$ cat src/rtl/pc_fetch.sv
// pc_fetch: next-PC generator with a decoupled req/ack instruction-fetch port.
//
// Holds the current fetch PC, issues fetches while BUSY, and registers each
// returned instruction toward decode. Branch/jump/JR/COP0 redirects are
// resolved against ex_pc. A redirect that arrives while a fetch is
// outstanding is parked in pend_addr; the stale fetch is squashed on its ack.
//
// Ports:
//   clk, rest            clock, synchronous active-high reset
//   stall                decode back-pressure, blocks issue of new fetches
//   op_valid, pc_op      redirect opcode and its qualifier
//   zero, great          comparator flags for conditional branches
//   ex_pc, im1, im2      resolving PC, branch offset, jump index
//   j_reg, cop_addr      JR target, COP0 exception/eret target
//   if_req, if_addr      fetch request and address (held until ack)
//   if_ack, if_rdata     fetch completion and instruction word
//   id_valid, id_instr   one-cycle delivery pulse and registered instruction
//   id_pc, rt_addr       PC of id_instr and its link address
//
// state | meaning
// IDLE  | no fetch outstanding; waits for !stall to issue
// BUSY  | fetch at pc_r outstanding; if_req held high until if_ack
module pc_fetch #(
  parameter int                  ADDR_W     = 32,
  parameter logic [ADDR_W-1:0]   RESET_ADDR = 32'h8000_0200,
  parameter int                  IM1_W      = 16,
  parameter int                  IM2_W      = 26,
  parameter int                  ALIGN      = 2
) (
  input  logic              clk,
  input  logic              rest,
  input  logic              stall,
  input  logic              op_valid,
  input  logic [3:0]        pc_op,
  input  logic              zero,
  input  logic              great,
  input  logic [ADDR_W-1:0] ex_pc,
  input  logic [IM1_W-1:0]  im1,
  input  logic [IM2_W-1:0]  im2,
  input  logic [ADDR_W-1:0] j_reg,
  input  logic [ADDR_W-1:0] cop_addr,
  output logic              if_req,
  output logic [ADDR_W-1:0] if_addr,
  input  logic              if_ack,
  input  logic [31:0]       if_rdata,
  output logic              id_valid,
  output logic [31:0]       id_instr,
  output logic [ADDR_W-1:0] id_pc,
  output logic [ADDR_W-1:0] rt_addr
);

  localparam logic [3:0] PC_OP_NONE  = 4'd0;
  localparam logic [3:0] PC_OP_BZ    = 4'd1;
  localparam logic [3:0] PC_OP_BNZ   = 4'd2;
  localparam logic [3:0] PC_OP_BG    = 4'd3;
  localparam logic [3:0] PC_OP_BNG   = 4'd4;
  localparam logic [3:0] PC_OP_BGZ   = 4'd5;
  localparam logic [3:0] PC_OP_BNGNZ = 4'd6;
  localparam logic [3:0] PC_OP_J     = 4'd7;
  localparam logic [3:0] PC_OP_JR    = 4'd8;
  localparam logic [3:0] PC_OP_COP0  = 4'd9;

  localparam logic [ADDR_W-1:0] PC_INC = {{(ADDR_W-1){1'b0}}, 1'b1} << ALIGN;

  typedef enum logic {IDLE, BUSY} state_t;

  state_t            state;
  logic [ADDR_W-1:0] pc_r;
  logic              pend_v;
  logic [ADDR_W-1:0] pend_addr;

  logic              br_hit;
  logic              taken;
  logic [ADDR_W-1:0] seq_pc;
  logic [ADDR_W-1:0] off_ext;
  logic [ADDR_W-1:0] br_tgt;
  logic [ADDR_W-1:0] j_tgt;
  logic [ADDR_W-1:0] tgt;

  assign seq_pc  = ex_pc + PC_INC;
  assign off_ext = {{(ADDR_W-IM1_W){im1[IM1_W-1]}}, im1};
  assign br_tgt  = seq_pc + (off_ext << ALIGN);
  // J keeps the region bits of the sequential PC and replaces the rest.
  assign j_tgt   = {seq_pc[ADDR_W-1:IM2_W+ALIGN], im2, {ALIGN{1'b0}}};

  always_comb begin
    br_hit = 1'b0;
    case (pc_op)
      PC_OP_BZ:    br_hit = zero;
      PC_OP_BNZ:   br_hit = !zero;
      PC_OP_BG:    br_hit = great;
      PC_OP_BNG:   br_hit = !great;
      PC_OP_BGZ:   br_hit = zero | great;
      PC_OP_BNGNZ: br_hit = !zero & !great;
      default:     br_hit = 1'b0;
    endcase
  end

  always_comb begin
    taken = 1'b0;
    tgt   = pc_r;
    if (op_valid) begin
      if (br_hit) begin
        taken = 1'b1;
        tgt   = br_tgt;
      end else if (pc_op == PC_OP_J) begin
        taken = 1'b1;
        tgt   = j_tgt;
      end else if (pc_op == PC_OP_JR) begin
        taken = 1'b1;
        tgt   = j_reg;
      end else if (pc_op == PC_OP_COP0) begin
        taken = 1'b1;
        tgt   = cop_addr;
      end else if (pc_op == PC_OP_NONE) begin
        taken = 1'b0;
      end
    end
  end

  assign if_addr = pc_r;
  assign rt_addr = id_pc + PC_INC;

  always_ff @(posedge clk) begin
    if (rest) begin
      state     <= IDLE;
      pc_r      <= RESET_ADDR;
      pend_v    <= 1'b0;
      pend_addr <= '0;
      if_req    <= 1'b0;
      id_valid  <= 1'b0;
      id_instr  <= '0;
      id_pc     <= RESET_ADDR;
    end else begin
      id_valid <= 1'b0;
      case (state)
        IDLE: begin
          if (taken) pc_r <= tgt;
          if (!stall) begin
            state  <= BUSY;
            if_req <= 1'b1;
          end
        end
        BUSY: begin
          if (!if_ack) begin
            // Latest redirect wins; pc_r stays put so if_addr is stable.
            if (taken) begin
              pend_v    <= 1'b1;
              pend_addr <= tgt;
            end
          end else begin
            if (taken)       pc_r <= tgt;
            else if (pend_v) pc_r <= pend_addr;
            else             pc_r <= pc_r + PC_INC;
            // A fetch overtaken by any redirect is from the wrong path.
            if (!pend_v && !taken) begin
              id_valid <= 1'b1;
              id_instr <= if_rdata;
              id_pc    <= pc_r;
            end
            pend_v <= 1'b0;
            if (stall) begin
              state  <= IDLE;
              if_req <= 1'b0;
            end
          end
        end
        default: begin
          state  <= IDLE;
          if_req <= 1'b0;
        end
      endcase
    end
  end

endmodule
$ cat config.mk
export PLATFORM = sky130hd
export DESIGN_NAME = pc_fetch
export DESIGN_NICKNAME = d
export VERILOG_FILES = /design/src/rtl/pc_fetch.sv
export SDC_FILE = /design/constraint.sdc
export NUM_CORES = 1
export LEC_CHECK = 0
export CORE_MARGIN = 3
export CORE_UTILIZATION = 48
export DETAILED_ROUTE_END_ITERATION = 10
export PLACE_DENSITY_LB_ADDON = 0.15
export REMOVE_ABC_BUFFERS = 1
export SYNTH_ARGS = -nofsm -noshare
export SYNTH_HDL_FRONTEND = slang
export SYNTH_SLANG_ARGS = --single-unit
$ cat constraint.sdc
create_clock -name clk -period 4 [get_ports clk]
set_input_delay 0.4 -clock clk [delete_from_list [all_inputs] [get_ports clk]]
set_output_delay 0.4 -clock clk [all_outputs]
set_load 0.01 [all_outputs]
==> impl_metrics.tcl, run 1 <==
set metrics [dict create \
    yosys.area_share.simple_pct 24.73 \
    final_antenna_net_count 0 \
    syn_avg_cell_area_um2 7.122 \
    place_hpwl_um 25510 \
    finalCritPeriodShare_pct 95.17 \
    tns_ps 0 \
    via_per_inst 5.715 \
    dieArea_mm2 0.02265 \
    rr_startpoint "if_addr[3]" \
    endpoint "rt_addr[31]" \
    ys_warn_count 0 \
    vias 11410 \
    dieHeight_um 150.5 \
    pwr-share-clk_pct 38.0 \
    first_pass_iters 5 \
    crit_required_ps 3600 \
    synth-main-ff-cell "dfxtp_1" \
    finalNonFillerCells 1996 \
    powerDensity_mw_per_mm2 298.7 \
    relSlewSlack_pct 25.18 \
    ys_top_cells_by_area "dfxtp_1, nand2_1, a21oi_1, xnor2_1, nor2_1" \
    cp-startpoint "id_pc[4]" \
    rsz0062_at_grt "false" \
    r2r-end "if_addr[30]" \
    netlist_instances 1407 \
    synth_compound_area_share_pct 25.61 \
    grt_max_degree 104 \
    ios 311 \
    cts-root-buf "clkbuf_16" \
    seq_area_frac_synth_pct 26.37 \
    core_mm2 0.02036 \
    synth_top_family_by_area "compound AO/OA/AOI/OAI gates" \
    cts.htree.levels 4 \
    wirelength_um 34190 \
    grt_use_total_pct 28.85 \
    critPathCaptureType "output pin" \
    layout-area-overhead-vs-synth_pct 42.90 \
    synth-edff-count 0 \
    cts_buffers 17 \
    grt_pass1_wl_um 53190 \
    row_count 52 \
    hold_viol_final 0 \
    hold_path.class "reg2reg" \
    p_switching_mw 1.364 \
    drtIter0Drc 854 \
    final_max_slew_viol_count 0 \
    skew_ps 8.674 \
    synth_mux_area_share_pct 4.145 \
    insertion_delay_ps 420 \
    dpl-instance-area_mm2 0.01371 \
    arrival_ps 3410 \
    fillCellCount 1741 \
    ys_seq_elements 132 \
    nets 1932 \
    max-vdd-ir-drop_mv 0.2275 \
    fin_ws_ps 193.1 \
    power.total_mw 4.277 \
    pwr-share-seq_pct 34.1 \
    r2r_slack_ps 1130 \
    power_leakage_nw 5.255 \
    p_comb_share_pct 27.9 \
    fmax_mhz 262.7 \
    ys_types 72 \
    synth_xor_area_share_pct 8.915 \
    finalSetupViolCount 0 \
    netSwitchingFraction_pct 31.89 \
    dp.cells 1964 \
    pre_cts_slack_ps -194.4 \
    min_period_ps 3807 \
    whs_ps 453.0 \
    final_core_util_pct 70.32 \
    yosysTopAreaCell "dfxtp_1" \
    portBuffers 310 \
    wl_per_cell_um 17.13 \
    grt_overflow 0 \
    cts_tree "done" \
    p_int_mw 2.913 \
    final_area_mm2 0.01432 \
    start_util_pct 49.21 \
    numClockSinks 132 \
    start_kind "flip-flop" \
    insertedDiodeCount 0 \
    synth_top_cell_area_share_pct 26.37 \
    die_x_um 150.5 \
    worst_pin_slew_ps 1122 \
    outcome "finished clean" \
    clock_path_buffers 2 \
    post_cts_buffers 0 \
    synthAdderAreaFrac_pct 4.820 \
    cap_violations 0 \
    grt_pass1_vias 10350 \
    antenna_found_initial 0 \
    path_class "reg2out" \
    gp_congestion 0.9268 \
    layout-drive-gt1-share_pct 8.517 \
    drcViolationCount 0 \
    path_max_fanout 6 \
    syn_area_mm2 0.01002 \
    async_flop_share_pct 0 \
    path_clk_slew_ps 60 \
    ff2ff_path_depth 8 \
]
## synth_stat cells, types with 30 or more instances
library cell    n
xor2_1         38
dfxtp_1       132
o21ai_0        78
nand3_1        41
nor2_1        133
a211oi_1       47
nand4_1        35
mux2i_1        37
xnor2_1        64
ha_1           37
nand2_1       262
clkbuf_1       67
buf_2          30
a21oi_1       158
## worst max-delay path, cell delays in order, from the launching register on
cell and delay, ps:
dfxtp_1 430, and3_1 210, and2_1 170, and3_1 210, inv_1 80, nor3_2 280
buf_4 180, nand4_1 170, nor2_1 300, nand4_1 160, xnor2_1 220, clkdlybuf4s50_1 580
## state kept, by name, summed over array words and instances (netlist names)
| signal | count |
|---|---|
| if_req | 1 |
| pend_v | 1 |
| id_pc | 32 |
| pend_addr | 32 |
| if_addr | 32 |
| state | 1 |
| id_instr | 32 |
| id_valid | 1 |
## layer usage
| layer | track usage (%) | part of all wire (%) | up-vias |
|---|---|---|---|
| met5 | 0 | 0 | - |
| met4 | 8.600 | 1.9 | 0 |
| li1 | - | - | 5619 |
| met2 | 48.17 | 47 | 502 |
| met3 | 5.418 | 8.7 | 58 |
| met1 | 37.91 | 42 | 5228 |
## how the worst min path moves through the flow
stage	from	to	slack, ps	depth (start not counted)
final	id_instr[16]	id_instr[16]	450	2
after global routing	id_instr[27]	id_instr[27]	470	2
after CTS	id_instr[12]	id_instr[12]	460	2
after detailed placement	id_instr[12]	id_instr[12]	450	2
after global placement	id_instr[10]	id_instr[10]	440	2
after floorplan	pend_addr[10]	pend_addr[10]	430	2
## cell type report
type,instances,area (um2),share of cell area (%)
Clock buffer,17,425.4,2.971
Clock inverter,15,183.9,1.284
Inverter,16,60.06,0.4194
Multi-Input combinational cell,1150,6883,48.06
Sequential cell,132,2644,18.46
Tap cell,270,337.8,2.359
Timing Repair Buffer,396,3786,26.44
## layout by cell type (no fill, tap or decap), types with 38 or more instances in the layout
cell type / count
a21oi_1: 158
nand2_1: 262
nand3_1: 40
xnor2_1: 64
xor2_1: 38
clkdlybuf4s50_1: 307
nor2_1: 132
a211oi_1: 46
buf_4: 83
o21ai_0: 77
dfxtp_1: 131
## kinds of logic (layout without fill, tap and decap cells)
| group | Yosys count | in the layout |
|---|---|---|
| and+or+nand+nor | 559 | 559 |
| adders and majority gates | 38 | 38 |
| buffers and inverters | 125 | 444 |
| muxes | 41 | 41 |
| xor gates and xnor gates | 102 | 102 |
| AOI/OAI and AO/OA | 410 | 410 |
| DFF | 132 | 132 |
## power groups by stage
stage / registers, mW / clock network [mW] / logic, mW
CTS: 1.46 / 1.63 / 1.18
finish: 1.46 / 1.62 / 1.19
detailed placement: 1.49 / 0 / 1.17
global placement: 1.48 / 0 / 1.16
global route: 1.47 / 1.70 / 1.30
floorplan: 1.48 / 0 / 0.556
## what timing repair did
action | CTS | global route
hold buffers | 0 | 0
setup endpoints to repair | 0 | 6
resized for setup | 0 | 2
No activity file was read; power rests on OpenSTA's default activity.
==> run 2, diff against run 1 <==
--- a/config.mk
+++ b/config.mk
@@ -10,6 +10,7 @@
 export DETAILED_ROUTE_END_ITERATION = 10
 export PLACE_DENSITY_LB_ADDON = 0.15
 export REMOVE_ABC_BUFFERS = 1
+export SLEW_MARGIN = 0
 export SYNTH_ARGS = -nofsm -noshare
 export SYNTH_HDL_FRONTEND = slang
 export SYNTH_SLANG_ARGS = --single-unit
==> results of run 2 <==
Same layout as run 1: the final DEF is identical, and so are final timing and power.
